==> src/rtl/div_unit_pkg.sv <==
// Shared encodings for the iterative divider: RV32M funct3 op selects and FSM states.
// Latency: n/a (declarations only).
// Backpressure: n/a.
package div_unit_pkg;

   localparam logic [2:0] DIV_F3_DIV  = 3'b100;
   localparam logic [2:0] DIV_F3_DIVU = 3'b101;
   localparam logic [2:0] DIV_F3_REM  = 3'b110;
   localparam logic [2:0] DIV_F3_REMU = 3'b111;

   typedef enum logic [1:0] {
      DIV_IDLE = 2'd0,
      DIV_CALC = 2'd1,
      DIV_DONE = 2'd2
   } div_state_e;

   // DIV and REM interpret operands as two's complement
   function automatic logic div_is_signed(input logic [2:0] f3);
      return (f3 == DIV_F3_DIV) || (f3 == DIV_F3_REM);
   endfunction

   // REM and REMU return the remainder instead of the quotient
   function automatic logic div_is_rem(input logic [2:0] f3);
      return (f3 == DIV_F3_REM) || (f3 == DIV_F3_REMU);
   endfunction

endpackage

==> src/rtl/div_unit_sign_fix.sv <==
// Applies sign correction to the magnitude quotient/remainder and selects the op's result.
// Latency: combinational.
// Backpressure: none.
module div_sign_fix
   import div_unit_pkg::*;
#(
   parameter int XLEN = 32
) (
   input  logic [XLEN-1:0] quo_i,
   input  logic [XLEN-1:0] rem_i,
   input  logic            q_neg_i,
   input  logic            r_neg_i,
   input  logic [2:0]      op_i,
   output logic [XLEN-1:0] res_o
);

   logic [XLEN-1:0] quo_fix;
   logic [XLEN-1:0] rem_fix;

   // two's complement negation modulo 2^XLEN, then pick quotient or remainder
   always_comb begin
      quo_fix = q_neg_i ? (~quo_i + {{(XLEN-1){1'b0}}, 1'b1}) : quo_i;
      rem_fix = r_neg_i ? (~rem_i + {{(XLEN-1){1'b0}}, 1'b1}) : rem_i;
      res_o   = div_is_rem(op_i) ? rem_fix : quo_fix;
   end

endmodule

==> src/rtl/div_unit.sv <==
// Iterative radix-2 restoring divider for DIV/DIVU/REM/REMU in the Execute stage.
// Latency: 33 cycles request-to-valid (1 cycle for divide-by-zero and signed overflow).
// Backpressure: none; DIV_validE pulses once and the hazard unit holds the stall until then.
module div_unit
   import div_unit_pkg::*;
#(
   parameter int XLEN  = 32,
   parameter int CNT_W = 6
) (
   input  logic            clk,
   input  logic            rst_n,
   input  logic            RtypedivE,
   input  logic [2:0]      funct3E,
   input  logic [XLEN-1:0] SrcAE,
   input  logic [XLEN-1:0] SrcBE,
   input  logic            killE,
   output logic            DIV_validE,
   output logic [XLEN-1:0] DivResultE,
   output logic            div_busyE
);

   localparam logic [CNT_W-1:0] LAST_STEP = CNT_W'(XLEN - 1);
   localparam logic [XLEN-1:0]  MIN_NEG   = {1'b1, {(XLEN-1){1'b0}}};

   div_state_e      state_q;
   logic [2:0]      op_q;
   logic            q_neg_q;
   logic            r_neg_q;
   logic [XLEN-1:0] quo_q;
   logic [XLEN-1:0] rem_q;
   logic [XLEN-1:0] dvs_q;
   logic [CNT_W-1:0] cnt_q;
   logic [XLEN-1:0] res_q;
   logic            valid_q;
   logic            busy_q;

   logic            sgn;
   logic            a_neg;
   logic            b_neg;
   logic [XLEN-1:0] mag_a;
   logic [XLEN-1:0] mag_b;
   logic            div_zero;
   logic            ovf;
   logic [XLEN-1:0] special_res;

   logic [XLEN:0]   shifted;
   logic [XLEN:0]   diff;
   logic            ge;
   logic [XLEN-1:0] step_quo;
   logic [XLEN-1:0] step_rem;
   logic [XLEN-1:0] fixed_res;

   // operand decode for the accept edge: magnitudes, signs and the two short-circuit cases
   always_comb begin
      sgn         = div_is_signed(funct3E);
      a_neg       = sgn & SrcAE[XLEN-1];
      b_neg       = sgn & SrcBE[XLEN-1];
      mag_a       = a_neg ? (~SrcAE + {{(XLEN-1){1'b0}}, 1'b1}) : SrcAE;
      mag_b       = b_neg ? (~SrcBE + {{(XLEN-1){1'b0}}, 1'b1}) : SrcBE;
      div_zero    = (SrcBE == '0);
      ovf         = sgn & (SrcAE == MIN_NEG) & (SrcBE == '1);
      special_res = '0;
      if (div_zero) begin
         special_res = div_is_rem(funct3E) ? SrcAE : '1;
      end else if (ovf) begin
         special_res = div_is_rem(funct3E) ? '0 : MIN_NEG;
      end
   end

   // one restoring step: shift {r,q} left, subtract divisor when it fits (XLEN+1-bit compare)
   always_comb begin
      shifted  = {rem_q, quo_q[XLEN-1]};
      diff     = shifted - {1'b0, dvs_q};
      ge       = (shifted >= {1'b0, dvs_q});
      step_rem = ge ? diff[XLEN-1:0] : shifted[XLEN-1:0];
      step_quo = {quo_q[XLEN-2:0], ge};
   end

   div_sign_fix #(.XLEN(XLEN)) u_sign_fix (
      .quo_i   (step_quo),
      .rem_i   (step_rem),
      .q_neg_i (q_neg_q),
      .r_neg_i (r_neg_q),
      .op_i    (op_q),
      .res_o   (fixed_res)
   );

   // sequencing FSM with registered result, valid and busy
   always_ff @(posedge clk or negedge rst_n) begin
      if (!rst_n) begin
         state_q <= DIV_IDLE;
         op_q    <= '0;
         q_neg_q <= 1'b0;
         r_neg_q <= 1'b0;
         quo_q   <= '0;
         rem_q   <= '0;
         dvs_q   <= '0;
         cnt_q   <= '0;
         res_q   <= '0;
         valid_q <= 1'b0;
         busy_q  <= 1'b0;
      end else begin
         case (state_q)
            DIV_IDLE: begin
               valid_q <= 1'b0;
               busy_q  <= 1'b0;
               if (RtypedivE && !killE) begin
                  op_q <= funct3E;
                  if (div_zero || ovf) begin
                     res_q   <= special_res;
                     valid_q <= 1'b1;
                     state_q <= DIV_DONE;
                  end else begin
                     quo_q   <= mag_a;
                     dvs_q   <= mag_b;
                     rem_q   <= '0;
                     cnt_q   <= '0;
                     q_neg_q <= a_neg ^ b_neg;
                     r_neg_q <= a_neg;
                     busy_q  <= 1'b1;
                     state_q <= DIV_CALC;
                  end
               end
            end
            DIV_CALC: begin
               if (killE) begin
                  busy_q  <= 1'b0;
                  state_q <= DIV_IDLE;
               end else begin
                  quo_q <= step_quo;
                  rem_q <= step_rem;
                  cnt_q <= cnt_q + CNT_W'(1);
                  if (cnt_q == LAST_STEP) begin
                     res_q   <= fixed_res;
                     valid_q <= 1'b1;
                     busy_q  <= 1'b0;
                     state_q <= DIV_DONE;
                  end
               end
            end
            DIV_DONE: begin
               // leave unconditionally; no re-accept while the result is presented
               valid_q <= 1'b0;
               busy_q  <= 1'b0;
               state_q <= DIV_IDLE;
            end
            default: begin
               valid_q <= 1'b0;
               busy_q  <= 1'b0;
               state_q <= DIV_IDLE;
            end
         endcase
      end
   end

   // a kill during DONE suppresses the pulse that is already registered
   assign DIV_validE = valid_q & ~killE;
   assign DivResultE = res_q;
   assign div_busyE  = busy_q;

endmodule

==> config.mk <==
export PLATFORM = sky130hd
export DESIGN_NAME = div_unit
export DESIGN_NICKNAME = d
export VERILOG_FILES = /design/src/rtl/div_unit_pkg.sv /design/src/rtl/div_unit_sign_fix.sv /design/src/rtl/div_unit.sv
export SDC_FILE = /design/constraint.sdc
export NUM_CORES = 1
export LEC_CHECK = 0
export BUFFER_PORTS_ARGS = -buffer_cell sky130_fd_sc_hd__buf_2
export CAP_MARGIN = 20
export CORE_ASPECT_RATIO = 1.4
export CORE_MARGIN = 5
export CORE_UTILIZATION = 56
export DETAILED_ROUTE_END_ITERATION = 10
export PLACE_DENSITY = 0.76
export REMOVE_ABC_BUFFERS = 1
export SLEW_MARGIN = 25
export SYNTH_ARGS = -nofsm -noshare
export SYNTH_HDL_FRONTEND = slang
export SYNTH_SLANG_ARGS = --single-unit
==> constraint.sdc <==
create_clock -name clk -period 5.9 [get_ports clk]
set_input_delay 1.18 -clock clk [delete_from_list [all_inputs] [get_ports clk]]
set_output_delay 1.18 -clock clk [all_outputs]
set_load 0.02 [all_outputs]
==> Implementation_results.wiki, run 1 <==
{| class="wikitable"
! Metric !! Value
|-
| Iteration-0 DRC Markers || 918
|-
| Cells traversed along the worst timing path || ha_2 -> nand4_1 -> or4_4 -> nor4b_4 -> a211oi_2 -> nand2_4 -> inv_2 -> mux2i_1 -> ha_1 -> inv_1 -> or4_1 -> or4_1 -> o31a_1 -> or3_1 -> or4_1 -> o31ai_2 -> xor2_1 -> o31ai_1
|-
| Hold Vio Cnt, Final || 0
|-
| Cell family with most CP delay || simple AND/OR/NAND/NOR gates
|-
| Max_slew headroom || 0.311
|-
| Post-Synthesis Cells || 1577
|-
| Share of the core filled with cells || 0.627
|-
| Overall global routing resource usage || 0.313
|-
| Number of buffers inserted to repair setup after CTS || 0
|-
| Maximum number of pins on one net before global-route repair || 88
|-
| Number of iterations in the first detailed-routing pass || 6
|-
| Mean number of vias per cell || 6.46
|-
| Leading register cell type out of synthesis || sky130_fd_sc_hd__dfrtp_1
|-
| Total core area || 0.0212 mm²
|-
| Vias in the first global route || 11801
|-
| Count of synthesis-stage warnings from yosys || 0
|-
| CP endpoint kind || flop
|-
| Worst reg2reg path endpoint || DivResultE[30]$_DFFE_PN0P_
|-
| Crit-path max FO || 14
|-
| Overall die area || 0.0246 mm²
|-
| Worst path required time || 6.23 ns
|-
| Clock slew at reported path FFs || 0.06 ns
|-
| Worst IR drop on VDD || 0.000229 V
|-
| Shortest clock period the worst path allows after layout || 5.63 ns
|-
| Number of top-level pins || 105
|-
| Total number of cells along the worst setup path || 18
|-
| Count of instances resized after the clock tree is built || 0
|-
| Number of port buffers || 104
|-
| Fmax || 178 MHz
|-
| Final setup slack of the worst path || 0.273 ns
|-
| Post-route fraction of the period consumed by the critical path || 0.954
|-
| Fraction of final layout cells sized beyond drive strength 1 || 0.122
|-
| Cell repeated most along the worst path || sky130_fd_sc_hd__or4_1
|-
| Sequential cell area fraction in the yosys report || 0.294
|-
| Cell area after synthesis || 0.0121 mm²
|-
| Worst path slowest cell || sky130_fd_sc_hd__or4_4
|-
| Final estimated routing congestion in global placement || 0.998
|-
| Worst path bufs/invs || 2
|-
| Die width || 134 µm
|-
| Static leakage || 5.71 nW
|-
| Total of hold buffers inserted after clock tree synthesis || 0
|-
| Max H-tree Level || 4
|-
| Die boundary height || 184 µm
|-
| Worst Reg-to-Reg Cells || 18
|-
| Critical Path Start || rem_q[12]$_DFFE_PN0P_
|-
| Worst Tran Pin Value || 1.03 ns
|-
| Relative area change from synthesis to final layout || 10.2%
|-
| Effective utilization at floorplan || 0.569
|-
| Max-slew violation total from the final report || 0
|-
| Clock buffer count from CTS || 17
|-
| End of the critical path || DivResultE[30]$_DFFE_PN0P_
|-
| Count of endpoints failing setup in the final report || 0
|-
| Wire per inst || 20.3 µm
|-
| Worst-skew pair later-pin latency || 0.43 ns
|-
| Delay contributed by the slowest stage of the critical path || 0.62 ns
|-
| Crit path kind || reg -> reg
|-
| FF-to-FF Start || rem_q[12]$_DFFE_PN0P_
|-
| Type of origin of the critical path || flop
|-
| Min-delay worst type || reg -> reg
|-
| Number of antenna violations at the first check in global routing || 0
|-
| Total clock sinks || 142
|-
| Commonest non-fill, non-tap cells in the layout || sky130_fd_sc_hd__nand2_1, sky130_fd_sc_hd__o21ai_0, sky130_fd_sc_hd__dfrtp_1
|-
| Outcome || complete, no violations
|-
| CP arrival || 5.96 ns
|-
| Number of enable-type register cells in the synthesized netlist || 0
|-
| Root buffer selected by CTS || sky130_fd_sc_hd__clkbuf_16
|-
| Biggest area contributors in the synthesized netlist || sky130_fd_sc_hd__dfrtp_1, sky130_fd_sc_hd__o21ai_0, sky130_fd_sc_hd__nand2_1
|-
| Number of core rows || 63
|-
| First-pass GRT wire length || 62.1 mm
|-
| Wire length after detailed routing || 38.6 mm
|-
| Final Net Count || 1739
|-
| Maximum clock path buffer count || 2
|-
| P per Cell Area || 317 mW/mm²
|-
| CTS tree || yes
|-
| Library cells used by synthesis || 90
|-
| Remaining global-route overflow || 0
|-
| ANT cells || 0
|-
| Setup clock skew after layout || 0.00858 ns
|-
| Number of nets with antenna violations after detailed routing || 0
|-
| DRC violations left || 0
|-
| Most frequent standard cell in the layout excluding fill and tap cells || sky130_fd_sc_hd__nand2_1
|-
| Sum of negative setup slack || 0 ns
|-
| Total number of vias || 12265
|-
| RSZ-0062 raised after global routing || false
|-
| Synth top area share || 0.294
|-
| Share of synthesized flip-flops with an asynchronous set or reset || 1.00
|-
| Dpl ws || 0.272 ns
|-
| # Max-Cap Violations || 0
|-
| Synthesized area divided by synthesized cell count || 7.65 µm²
|-
| Cell accounting for the most synthesized area || sky130_fd_sc_hd__dfrtp_1
|-
| Yosys reg bits || 142
|-
| Total half-perimeter wirelength after legalization and detailed placement || 28.7 mm
|-
| Flop2flop setup slack || 0.27 ns
|}
## flip-flops by register name, indices dropped and copies added (netlist names)
signal / count
DivResultE: 32
cnt_q: 6
div_busyE: 1
dvs_q: 32
op_q: 2
q_neg_q: 1
quo_q: 32
r_neg_q: 1
rem_q: 32
state_q: 2
valid_q: 1
## cell usage after synthesis, types with 28 or more instances
cell / instances
sky130_fd_sc_hd__nor3_1: 37
sky130_fd_sc_hd__xor2_1: 63
sky130_fd_sc_hd__or3_1: 33
sky130_fd_sc_hd__a21oi_1: 111
sky130_fd_sc_hd__o31ai_1: 28
sky130_fd_sc_hd__ha_1: 38
sky130_fd_sc_hd__nor2_1: 129
sky130_fd_sc_hd__a31oi_1: 31
sky130_fd_sc_hd__inv_1: 56
sky130_fd_sc_hd__o21ai_0: 196
sky130_fd_sc_hd__nand2_1: 204
sky130_fd_sc_hd__nand3_1: 34
sky130_fd_sc_hd__clkbuf_1: 66
sky130_fd_sc_hd__xnor2_1: 60
sky130_fd_sc_hd__dfrtp_1: 142
## stage by stage
stage	total power [mW]	hold WS [ns]	std cells	instance area, µm²
final	4.21	0.483	1900	13300
after global routing	4.48	0.518	1900	13300
after CTS	4.18	0.483	1900	13300
after detailed placement	3.17	0.467	1870	12700
after global placement	3.16	0.462	1870	12700
after floorplan	2.64	0.452	1485	11700
## layout make-up
class | instances | area (µm²)
inverter | 59 | 221
multi-input combinational | 1284 | 7980
timing repair buffer | 125 | 709
tap | 260 | 325
sequential | 142 | 3550
fill | 1957 | 7900
clock inverter | 8 | 42.5
clock buffer | 22 | 474
## metal layers
metal,GRT usage,vias up,part of all wire
met3,0.0474,99,0.066
met5,0,-,0
met1,0.404,5812,0.41
met4,0.116,0,0.034
li1,-,5875,-
met2,0.535,479,0.49
## cells by family (layout without fill, tap and decap cells)
| kind of cell | count (synthesis) | after routing | share of synthesized area |
|---|---|---|---|
| AOI/OAI and AO/OA | 540 | 540 | 0.281 |
| and+or+nand+nor | 559 | 559 | 0.224 |
| buffers and inverters | 151 | 214 | 0.0500 |
| xor gates and xnor gates | 123 | 123 | 0.0893 |
| adders and majority gates | 39 | 39 | 0.0411 |
| muxes | 23 | 23 | 0.0198 |
| DFF | 142 | 142 | 0.294 |
## power by group
| part | leakage (nW) | total, mW | switching (mW) | internal, mW |
|---|---|---|---|---|
| logic | 3.57 | 1.92 | 1.21 | 0.710 |
| clock network | 0.261 | 0.986 | 0.426 | 0.560 |
| registers | 1.87 | 1.30 | 0.169 | 1.14 |
| total | 5.71 | 4.21 | 1.81 | 2.41 |
## how the worst min path moves through the flow
| stage | start | end | cells after the start |
|---|---|---|---|
| after floorplan | cnt_q[5]$_DFFE_PN0P_ | cnt_q[5]$_DFFE_PN0P_ | 1 |
| after global placement | div_busyE$_DFFE_PN0P_ | div_busyE$_DFFE_PN0P_ | 1 |
| after detailed placement | div_busyE$_DFFE_PN0P_ | div_busyE$_DFFE_PN0P_ | 1 |
| after CTS | div_busyE$_DFFE_PN0P_ | div_busyE$_DFFE_PN0P_ | 1 |
| after global routing | DivResultE[29]$_DFFE_PN0P_ | DivResultE[29]$_DFFE_PN0P_ | 1 |
| final | div_busyE$_DFFE_PN0P_ | div_busyE$_DFFE_PN0P_ | 1 |
(Power assumes the default switching activity.)
==> run 2, diff against run 1 <==
Settings changed: CORE_MARGIN 5 to not set, GPL_TIMING_DRIVEN set to 0.
==> run 2 against run 1 <==
Net effect:
- first-iteration DRC count decreased by 1.4%
- maximum frequency decreased by 0.50%
- die area is 10% lower
- combinational power hardly changed
- sequential power about the same
- final cell count stayed put
- via count shrank 0.42%
- setup slack worse by 0.028 ns
- critical path depth is the same
- clock-buffer cell count shrank 4
- critical endpoint unchanged
- highest routed layer is now met5
==> Implementation_results.wiki, run 2 (synthesis results as in run 1) <==
{| class="wikitable"
! Metric !! Value
|-
| Overall die area || 0.0221 mm² (was 0.0246 mm²)
|-
| Switching Power || 1.85 mW (was 1.81 mW)
|-
| Commonest non-fill, non-tap cells in the layout || sky130_fd_sc_hd__nand2_1, sky130_fd_sc_hd__o21ai_0, sky130_fd_sc_hd__dfrtp_1 (unchanged)
|-
| Number of top-level pins || 105 (unchanged)
|-
| Crit-path max FO || 40 (was 14)
|-
| Dpl ws || -1.50 ns (was 0.272 ns)
|-
| RSZ-0062 raised after global routing || false (unchanged)
|-
| Maximum clock path buffer count || 2 (unchanged)
|-
| Total number of vias || 12213 (was 12265)
|-
| Cell area reported after detailed placement || 0.0128 mm² (was 0.0127 mm²)
|-
| Worst-skew pair later-pin latency || 0.44 ns (was 0.43 ns)
|-
| Hold Vio Cnt, Final || 0 (unchanged)
|-
| Most frequent standard cell in the layout excluding fill and tap cells || sky130_fd_sc_hd__nand2_1 (unchanged)
|-
| First-pass GRT wire length || 59.6 mm (was 62.1 mm)
|-
| Crit path kind || reg -> reg (unchanged)
|-
| Post-route fraction of the period consumed by the critical path || 0.959 (was 0.954)
|-
| Number of antenna violations at the first check in global routing || 1 (was 0)
|-
| Final setup slack of the worst path || 0.245 ns (was 0.273 ns)
|-
| Clock buffer count from CTS || 17 (unchanged)
|-
| Total clock sinks || 142 (unchanged)
|-
| Final Instance Area || 0.0136 mm² (was 0.0133 mm²)
|-
| Relative area change from synthesis to final layout || 13.1% (was 10.2%)
|-
| Max H-tree Level || 4 (unchanged)
|-
| Type of origin of the critical path || flop (unchanged)
|-
| Worst IR drop on VDD || 0.000232 V (was 0.000229 V)
|-
| Worst Tran Pin Value || 1.08 ns (was 1.03 ns)
|-
| CTS tree || yes (unchanged)
|-
| Max-slew violation total from the final report || 0 (unchanged)
|-
| ANT cells || 0 (unchanged)
|-
| Sequential fraction of design power || 0.293 (was 0.310)
|-
| Count of endpoints failing setup in the final report || 0 (unchanged)
|-
| Overall global routing resource usage || 0.342 (was 0.313)
|-
| DRC violations left || 0 (unchanged)
|-
| Remaining global-route overflow || 0 (unchanged)
|-
| Setup clock skew after layout || 0.00709 ns (was 0.00858 ns)
|-
| Die boundary height || 176 µm (was 184 µm)
|-
| Clock slew at reported path FFs || 0.07 ns (was 0.06 ns)
|-
| Number of port buffers || 104 (unchanged)
|-
| Effective utilization at floorplan || 0.571 (was 0.569)
|-
| Shortest clock period the worst path allows after layout || 5.66 ns (was 5.63 ns)
|-
| Number of iterations in the first detailed-routing pass || 5 (was 6)
|-
| Die width || 126 µm (was 134 µm)
|-
| Int Pwr || 2.60 mW (was 2.41 mW)
|-
| Switching share of power || 0.415 (was 0.429)
|-
| Comb pwr share || 0.438 (was 0.456)
|-
| CP endpoint kind || flop (unchanged)
|-
| Clock power frac || 0.269 (was 0.234)
|-
| P per Cell Area || 326 mW/mm² (was 317 mW/mm²)
|-
| Fmax || 177 MHz (was 178 MHz)
|-
| Fraction of final layout cells sized beyond drive strength 1 || 0.135 (was 0.122)
|-
| Number of core rows || 63 (unchanged)
|-
| Min-delay worst type || reg -> reg (unchanged)
|-
| Wire length after detailed routing || 37.4 mm (was 38.6 mm)
|-
| Outcome || complete, no violations (unchanged)
|-
| Number of nets with antenna violations after detailed routing || 0 (unchanged)
|-
| Worst path required time || 6.24 ns (was 6.23 ns)
|-
| Total design power || 4.45 mW (was 4.21 mW)
|-
| Vias in the first global route || 11480 (was 11801)
|-
| CP arrival || 6.00 ns (was 5.96 ns)
|-
| Total half-perimeter wirelength after legalization and detailed placement || 27.2 mm (was 28.7 mm)
|-
| Root buffer selected by CTS || sky130_fd_sc_hd__clkbuf_16 (unchanged)
|-
| Total core area || 0.0211 mm² (was 0.0212 mm²)
|-
| Iteration-0 DRC Markers || 905 (was 918)
|-
| Maximum number of pins on one net before global-route repair || 88 (unchanged)
|-
| Wire per inst || 19.7 µm (was 20.3 µm)
|-
| Static leakage || 5.80 nW (was 5.71 nW)
|-
| # Max-Cap Violations || 0 (unchanged)
|-
| Max_slew headroom || 0.263 (was 0.311)
|-
| Final Net Count || 1737 (was 1739)
|-
| Mean number of vias per cell || 6.43 (was 6.46)
|-
| Final estimated routing congestion in global placement || 0.921 (was 0.998)
|}
run 2: changes by cell type in the layout (fill, tap and decap cells not counted), sizes merged:
cell / change
buf: -4
inv: +5
nand2: +2
clkinv: -4
bufinv: +4
clkinvlp: +1
clkbuf: -4
run 2: power by group through the flow:
stage,Clock (mW),Sequential (mW),Combinational [mW]
3_3_place_gp,0,1.31,1.81
3_5_place_dp,0,1.32,1.86
5_1_grt,1.25,1.33,2.16
2_1_floorplan,0,1.27,1.37
6_report,1.20,1.31,1.95
4_1_cts,1.21,1.30,1.88
run 2: worst max-delay path: stages, from the launching register on:
cell and delay, ns:
sky130_fd_sc_hd__dfrtp_2 0.47, sky130_fd_sc_hd__ha_2 0.37, sky130_fd_sc_hd__a21oi_2 0.23, sky130_fd_sc_hd__o21a_1 0.21, sky130_fd_sc_hd__o221ai_1 0.26, sky130_fd_sc_hd__a211oi_4 0.45, sky130_fd_sc_hd__nand2_8 0.13, sky130_fd_sc_hd__inv_16 0.17
sky130_fd_sc_hd__mux2i_2 0.28, sky130_fd_sc_hd__ha_2 0.25, sky130_fd_sc_hd__inv_1 0.06, sky130_fd_sc_hd__or4_1 0.54, sky130_fd_sc_hd__or4_1 0.48, sky130_fd_sc_hd__o31a_1 0.17, sky130_fd_sc_hd__or3_4 0.39, sky130_fd_sc_hd__or4_1 0.47
sky130_fd_sc_hd__o31ai_2 0.25, sky130_fd_sc_hd__xor2_1 0.12, sky130_fd_sc_hd__o31ai_1 0.24
run 2: what timing repair did:
| item | 4_1_cts | 5_1_grt |
|---|---|---|
| resized for setup | 8 | 22 |
| hold buffers | 0 | 0 |
| endpoints found under the setup margin | 12 | 4 |
| buffers inserted | 5 | 3 |
| pin swaps | 3 | 3 |
| gates cloned | 2 | 0 |
run 2: final cells by class:
| type | count | area, µm² |
|---|---|---|
| multi-input combinational | 1286 | 8120 |
| fill | 1861 | 7480 |
| sequential | 142 | 3550 |
| timing repair buffer | 121 | 768 |
| clock buffer | 18 | 439 |
| tap | 260 | 325 |
| inverter | 59 | 239 |
| clock inverter | 14 | 201 |
run 2: worst paths after layout:
path                                               to  slack [ns]  depth (start not counted)                       start
min in group asynchronous        dvs_q[4]$_DFFE_PN0P_        0.67                          1                       rst_n
min                        DivResultE[27]$_DFFE_PN0P_        0.49                          2  DivResultE[27]$_DFFE_PN0P_
max reg2reg                DivResultE[30]$_DFFE_PN0P_        0.24                         18       rem_q[21]$_DFFE_PN0P_
min reg2reg                DivResultE[27]$_DFFE_PN0P_        0.49                          2  DivResultE[27]$_DFFE_PN0P_
max                        DivResultE[30]$_DFFE_PN0P_        0.24                         18       rem_q[21]$_DFFE_PN0P_
max in group asynchronous       rem_q[21]$_DFFE_PN0P_        4.40                          2                       rst_n
run 2: stage by stage:
step           std cells  hold WS, ns  utilization  setup TNS [ns]
4_1_cts             1897        0.492        0.640               0
6_report            1900        0.494        0.646               0
5_1_grt             1900        0.513        0.646               0
3_3_place_gp        1849        0.468        0.593         -275.61
3_5_place_dp        1858        0.475        0.605          -11.55
2_1_floorplan       1485        0.452            -          -25.94
run 2: routing by layer:
layer | track usage | share of wire | vias to the layer above
met2 | 0.577 | 0.49 | 475
met5 | 0 | 0.00043 | -
met1 | 0.434 | 0.41 | 5794
met3 | 0.0433 | 0.063 | 89
li1 | - | - | 5853
met4 | 0.161 | 0.037 | 2
==> run 3, diff against run 2 <==
Settings changed: CORE_ASPECT_RATIO 1.4 to 0.9, CORE_UTILIZATION 56 to 57, PLACE_DENSITY 0.76 to 0.74.
Clock period 5.9 ns to 6 ns, I/O delays scaled along.
==> run 3 against run 2 <==
Net effect:
- die area is 1.8% lower
- combinational power is essentially flat
- clock skew increased by 0.0057 ns
- global-route usage up 1.1 points
- final cell count increased by 1.3%
- utilization rose by 0.80 points
- final area decreased by 0.46%
- largest cell class unchanged
==> Implementation_results.wiki, run 3 (synthesis results as in run 1) <==
{| class="wikitable"
! Metric !! Value
|-
| Root buffer selected by CTS || sky130_fd_sc_hd__clkbuf_16 (unchanged)
|-
| Total number of vias || 12365 (was 12213)
|-
| Crit path kind || reg -> reg (unchanged)
|-
| Flop2flop setup slack || 0.19 ns (was 0.24 ns)
|-
| Worst IR drop on VDD || 0.000206 V (was 0.000232 V)
|-
| Clock buffer count from CTS || 17 (unchanged)
|-
| Setup clock skew after layout || 0.0128 ns (was 0.00709 ns)
|-
| Switching Power || 1.81 mW (was 1.85 mW)
|-
| Relative area change from synthesis to final layout || 12.6% (was 13.1%)
|-
| Number of core rows || 50 (was 63)
|-
| Total design power || 4.35 mW (was 4.45 mW)
|-
| Final estimated routing congestion in global placement || 0.968 (was 0.921)
|-
| Effective utilization at floorplan || 0.581 (was 0.571)
|-
| Max-slew violation total from the final report || 0 (unchanged)
|-
| Type of origin of the critical path || flop (unchanged)
|-
| Worst Tran Pin Value || 0.936 ns (was 1.08 ns)
|-
| Overall global routing resource usage || 0.353 (was 0.342)
|-
| Placed cells || 1883 (was 1858)
|-
| RSZ-0062 raised after global routing || false (unchanged)
|-
| Worst reg2reg path endpoint || DivResultE[30]$_DFFE_PN0P_ (unchanged)
|-
| Number of iterations in the first detailed-routing pass || 6 (was 5)
|-
| Iteration-0 DRC Markers || 1143 (was 905)
|-
| Total core area || 0.0208 mm² (was 0.0211 mm²)
|-
| Mean number of vias per cell || 6.43 (about the same)
|-
| Die width || 155 µm (was 126 µm)
|-
| Endpoint of the worst hold path || cnt_q[5]$_DFFE_PN0P_ (was DivResultE[27]$_DFFE_PN0P_)
|-
| Total clock sinks || 142 (unchanged)
|-
| Commonest non-fill, non-tap cells in the layout || sky130_fd_sc_hd__nand2_1, sky130_fd_sc_hd__o21ai_0, sky130_fd_sc_hd__dfrtp_1 (unchanged)
|-
| Worst path bufs/invs || 2 (unchanged)
|-
| Max_slew headroom || 0.374 (was 0.263)
|-
| # Max-Cap Violations || 0 (unchanged)
|-
| Worst-skew pair later-pin latency || 0.43 ns (was 0.44 ns)
|-
| P per Cell Area || 321 mW/mm² (was 326 mW/mm²)
|-
| Int Pwr || 2.55 mW (was 2.60 mW)
|-
| Worst path slowest cell || sky130_fd_sc_hd__or4_4 (was sky130_fd_sc_hd__or4_1)
|-
| Sequential fraction of design power || 0.295 (was 0.293)
|-
| Vias in the first global route || 11656 (was 11480)
|-
| Wire length after detailed routing || 37.8 mm (was 37.4 mm)
|-
| FF-to-FF Start || rem_q[12]$_DFFE_PN0P_ (was rem_q[21]$_DFFE_PN0P_)
|-
| Worst Reg-to-Reg Cells || 18 (unchanged)
|-
| Number of top-level pins || 105 (unchanged)
|-
| Number of antenna violations at the first check in global routing || 0 (was 1)
|-
| Hold Vio Cnt, Final || 0 (unchanged)
|-
| First-pass GRT wire length || 61.0 mm (was 59.6 mm)
|-
| Number of nets with antenna violations after detailed routing || 0 (unchanged)
|-
| Maximum clock path buffer count || 2 (unchanged)
|-
| Max H-tree Level || 4 (unchanged)
|-
| Comb pwr share || 0.440 (was 0.438)
|-
| Hold path startpoint || cnt_q[5]$_DFFE_PN0P_ (was DivResultE[27]$_DFFE_PN0P_)
|-
| Crit-path max FO || 40 (unchanged)
|-
| Remaining global-route overflow || 0 (unchanged)
|-
| Fmax || 172 MHz (was 177 MHz)
|-
| Switching share of power || 0.415 (about the same)
|-
| Most frequent standard cell in the layout excluding fill and tap cells || sky130_fd_sc_hd__nand2_1 (unchanged)
|-
| Multi-input gate area in the final layout || 0.00806 mm² (was 0.00812 mm²)
|-
| Overall die area || 0.0218 mm² (was 0.0221 mm²)
|-
| Cell repeated most along the worst path || sky130_fd_sc_hd__or4_1 (unchanged)
|-
| Worst path required time || 6.28 ns (was 6.24 ns)
|-
| ANT cells || 0 (unchanged)
|-
| Number of port buffers || 104 (unchanged)
|-
| Outcome || complete, no violations (unchanged)
|-
| Cells traversed along the worst timing path || ha_2 -> nand4_1 -> or4_4 -> nor4b_4 -> a211oi_4 -> nand2_8 -> inv_16 -> mux2i_2 -> ha_2 -> inv_1 -> or4_1 -> or4_1 -> o31a_1 -> or3_1 -> or4_1 -> o31ai_2 -> xor2_1 -> o31ai_1 (was ha_2 -> a21oi_2 -> o21a_1 -> o221ai_1 -> a211oi_4 -> nand2_8 -> inv_16 -> mux2i_2 -> ha_2 -> inv_1 -> or4_1 -> or4_1 -> o31a_1 -> or3_4 -> or4_1 -> o31ai_2 -> xor2_1 -> o31ai_1)
|-
| CP endpoint kind || flop (unchanged)
|-
| Final standard cell count with taps included and fillers excluded || 1924 (was 1900)
|-
| CP arrival || 6.08 ns (was 6.00 ns)
|-
| Fill cell instance count of the final layout || 1897 (was 1861)
|-
| Footprint of the flip-flops and latches || 0.00355 mm² (unchanged)
|-
| CTS tree || yes (unchanged)
|-
| Share of the core filled with cells || 0.654 (was 0.646)
|-
| Static leakage || 5.79 nW (was 5.80 nW)
|-
| Delay contributed by the slowest stage of the critical path || 0.62 ns (was 0.54 ns)
|-
| Min-delay worst type || reg -> reg (unchanged)
|-
| Count of endpoints failing setup in the final report || 0 (unchanged)
|-
| Maximum number of pins on one net before global-route repair || 77 (was 88)
|-
| Final Net Count || 1736 (was 1737)
|-
| Die boundary height || 140 µm (was 176 µm)
|-
| Cell depth of the worst min-delay path || 1 (was 2)
|-
| Fraction of final layout cells sized beyond drive strength 1 || 0.127 (was 0.135)
|-
| Wire per inst || 19.7 µm (about the same)
|-
| Clock power frac || 0.265 (was 0.269)
|-
| Shortest clock period the worst path allows after layout || 5.81 ns (was 5.66 ns)
|-
| Clock slew at reported path FFs || 0.06 ns (was 0.07 ns)
|-
| Post-route fraction of the period consumed by the critical path || 0.968 (was 0.959)
|-
| Total half-perimeter wirelength after legalization and detailed placement || 27.0 mm (was 27.2 mm)
|-
| DRC violations left || 0 (unchanged)
|-
| Cell family with most CP delay || simple AND/OR/NAND/NOR gates (unchanged)
|}
## run 3: cell types whose count changed in the layout (fill, tap and decap cells not counted), moves of 2 or more
cell / delta
sky130_fd_sc_hd__clkbuf_1: +3
sky130_fd_sc_hd__ha_4: -3
sky130_fd_sc_hd__inv_6: -4
sky130_fd_sc_hd__ha_2: -2
sky130_fd_sc_hd__buf_12: -2
sky130_fd_sc_hd__ha_1: +5
sky130_fd_sc_hd__a21oi_1: +3
sky130_fd_sc_hd__a21oi_2: -3
## run 3: power by group through the flow
stage	logic (mW)	registers, mW	clock network, mW
finish	1.92	1.28	1.15
global route	2.10	1.31	1.20
detailed placement	1.84	1.29	0
CTS	1.87	1.28	1.16
global placement	1.78	1.29	0
floorplan	1.34	1.25	0
## run 3: worst max-delay path by stage
stage                          start                          to  slack [ns]  depth (start not counted)
6_report       rem_q[12]$_DFFE_PN0P_  DivResultE[30]$_DFFE_PN0P_        0.19                         18
2_1_floorplan              SrcBE[18]       dvs_q[31]$_DFFE_PN0P_       -0.77                         11
5_1_grt        rem_q[12]$_DFFE_PN0P_  DivResultE[30]$_DFFE_PN0P_       0.004                         18
4_1_cts         rem_q[0]$_DFFE_PN0P_  DivResultE[30]$_DFFE_PN0P_        0.02                         18
3_5_place_dp   rem_q[21]$_DFFE_PN0P_  DivResultE[30]$_DFFE_PN0P_       -1.15                         18
3_3_place_gp              funct3E[2]        dvs_q[5]$_DFFE_PN0P_       -4.23                         11
## run 3: cell type report
cell class,instances,area share
Tap cell,286,0.0263
Timing Repair Buffer,120,0.0556
Multi-Input combinational cell,1286,0.593
Inverter,59,0.0176
Clock inverter,9,0.0116
Clock buffer,22,0.0342
Sequential cell,142,0.262
## run 3: what timing repair did
item / CTS / global route
pin swaps: 3 / 3
cloned: 2 / 0
endpoints found under the setup margin: 11 / 6
setup buffers: 5 / 3
hold buffers: 0 / 0
resized for setup: 6 / 10
## run 3: routing by layer
layer  global-route usage  share of wire
met1                0.485           0.44
met4                0.129          0.029
met3               0.0523          0.068
met2                0.564           0.46
met5                    0              0
## run 3: metrics by stage
stage	cell area, µm²	hold slack [ns]	setup slack [ns]	TNS, ns
floorplan	11700	0.452	-0.771	-22.88
global placement	12600	0.462	-4.23	-257.47
detailed placement	12800	0.477	-1.15	-8.20
CTS	13500	0.486	0.0247	0
global route	13600	0.499	0.00416	0
finish	13600	0.488	0.195	0
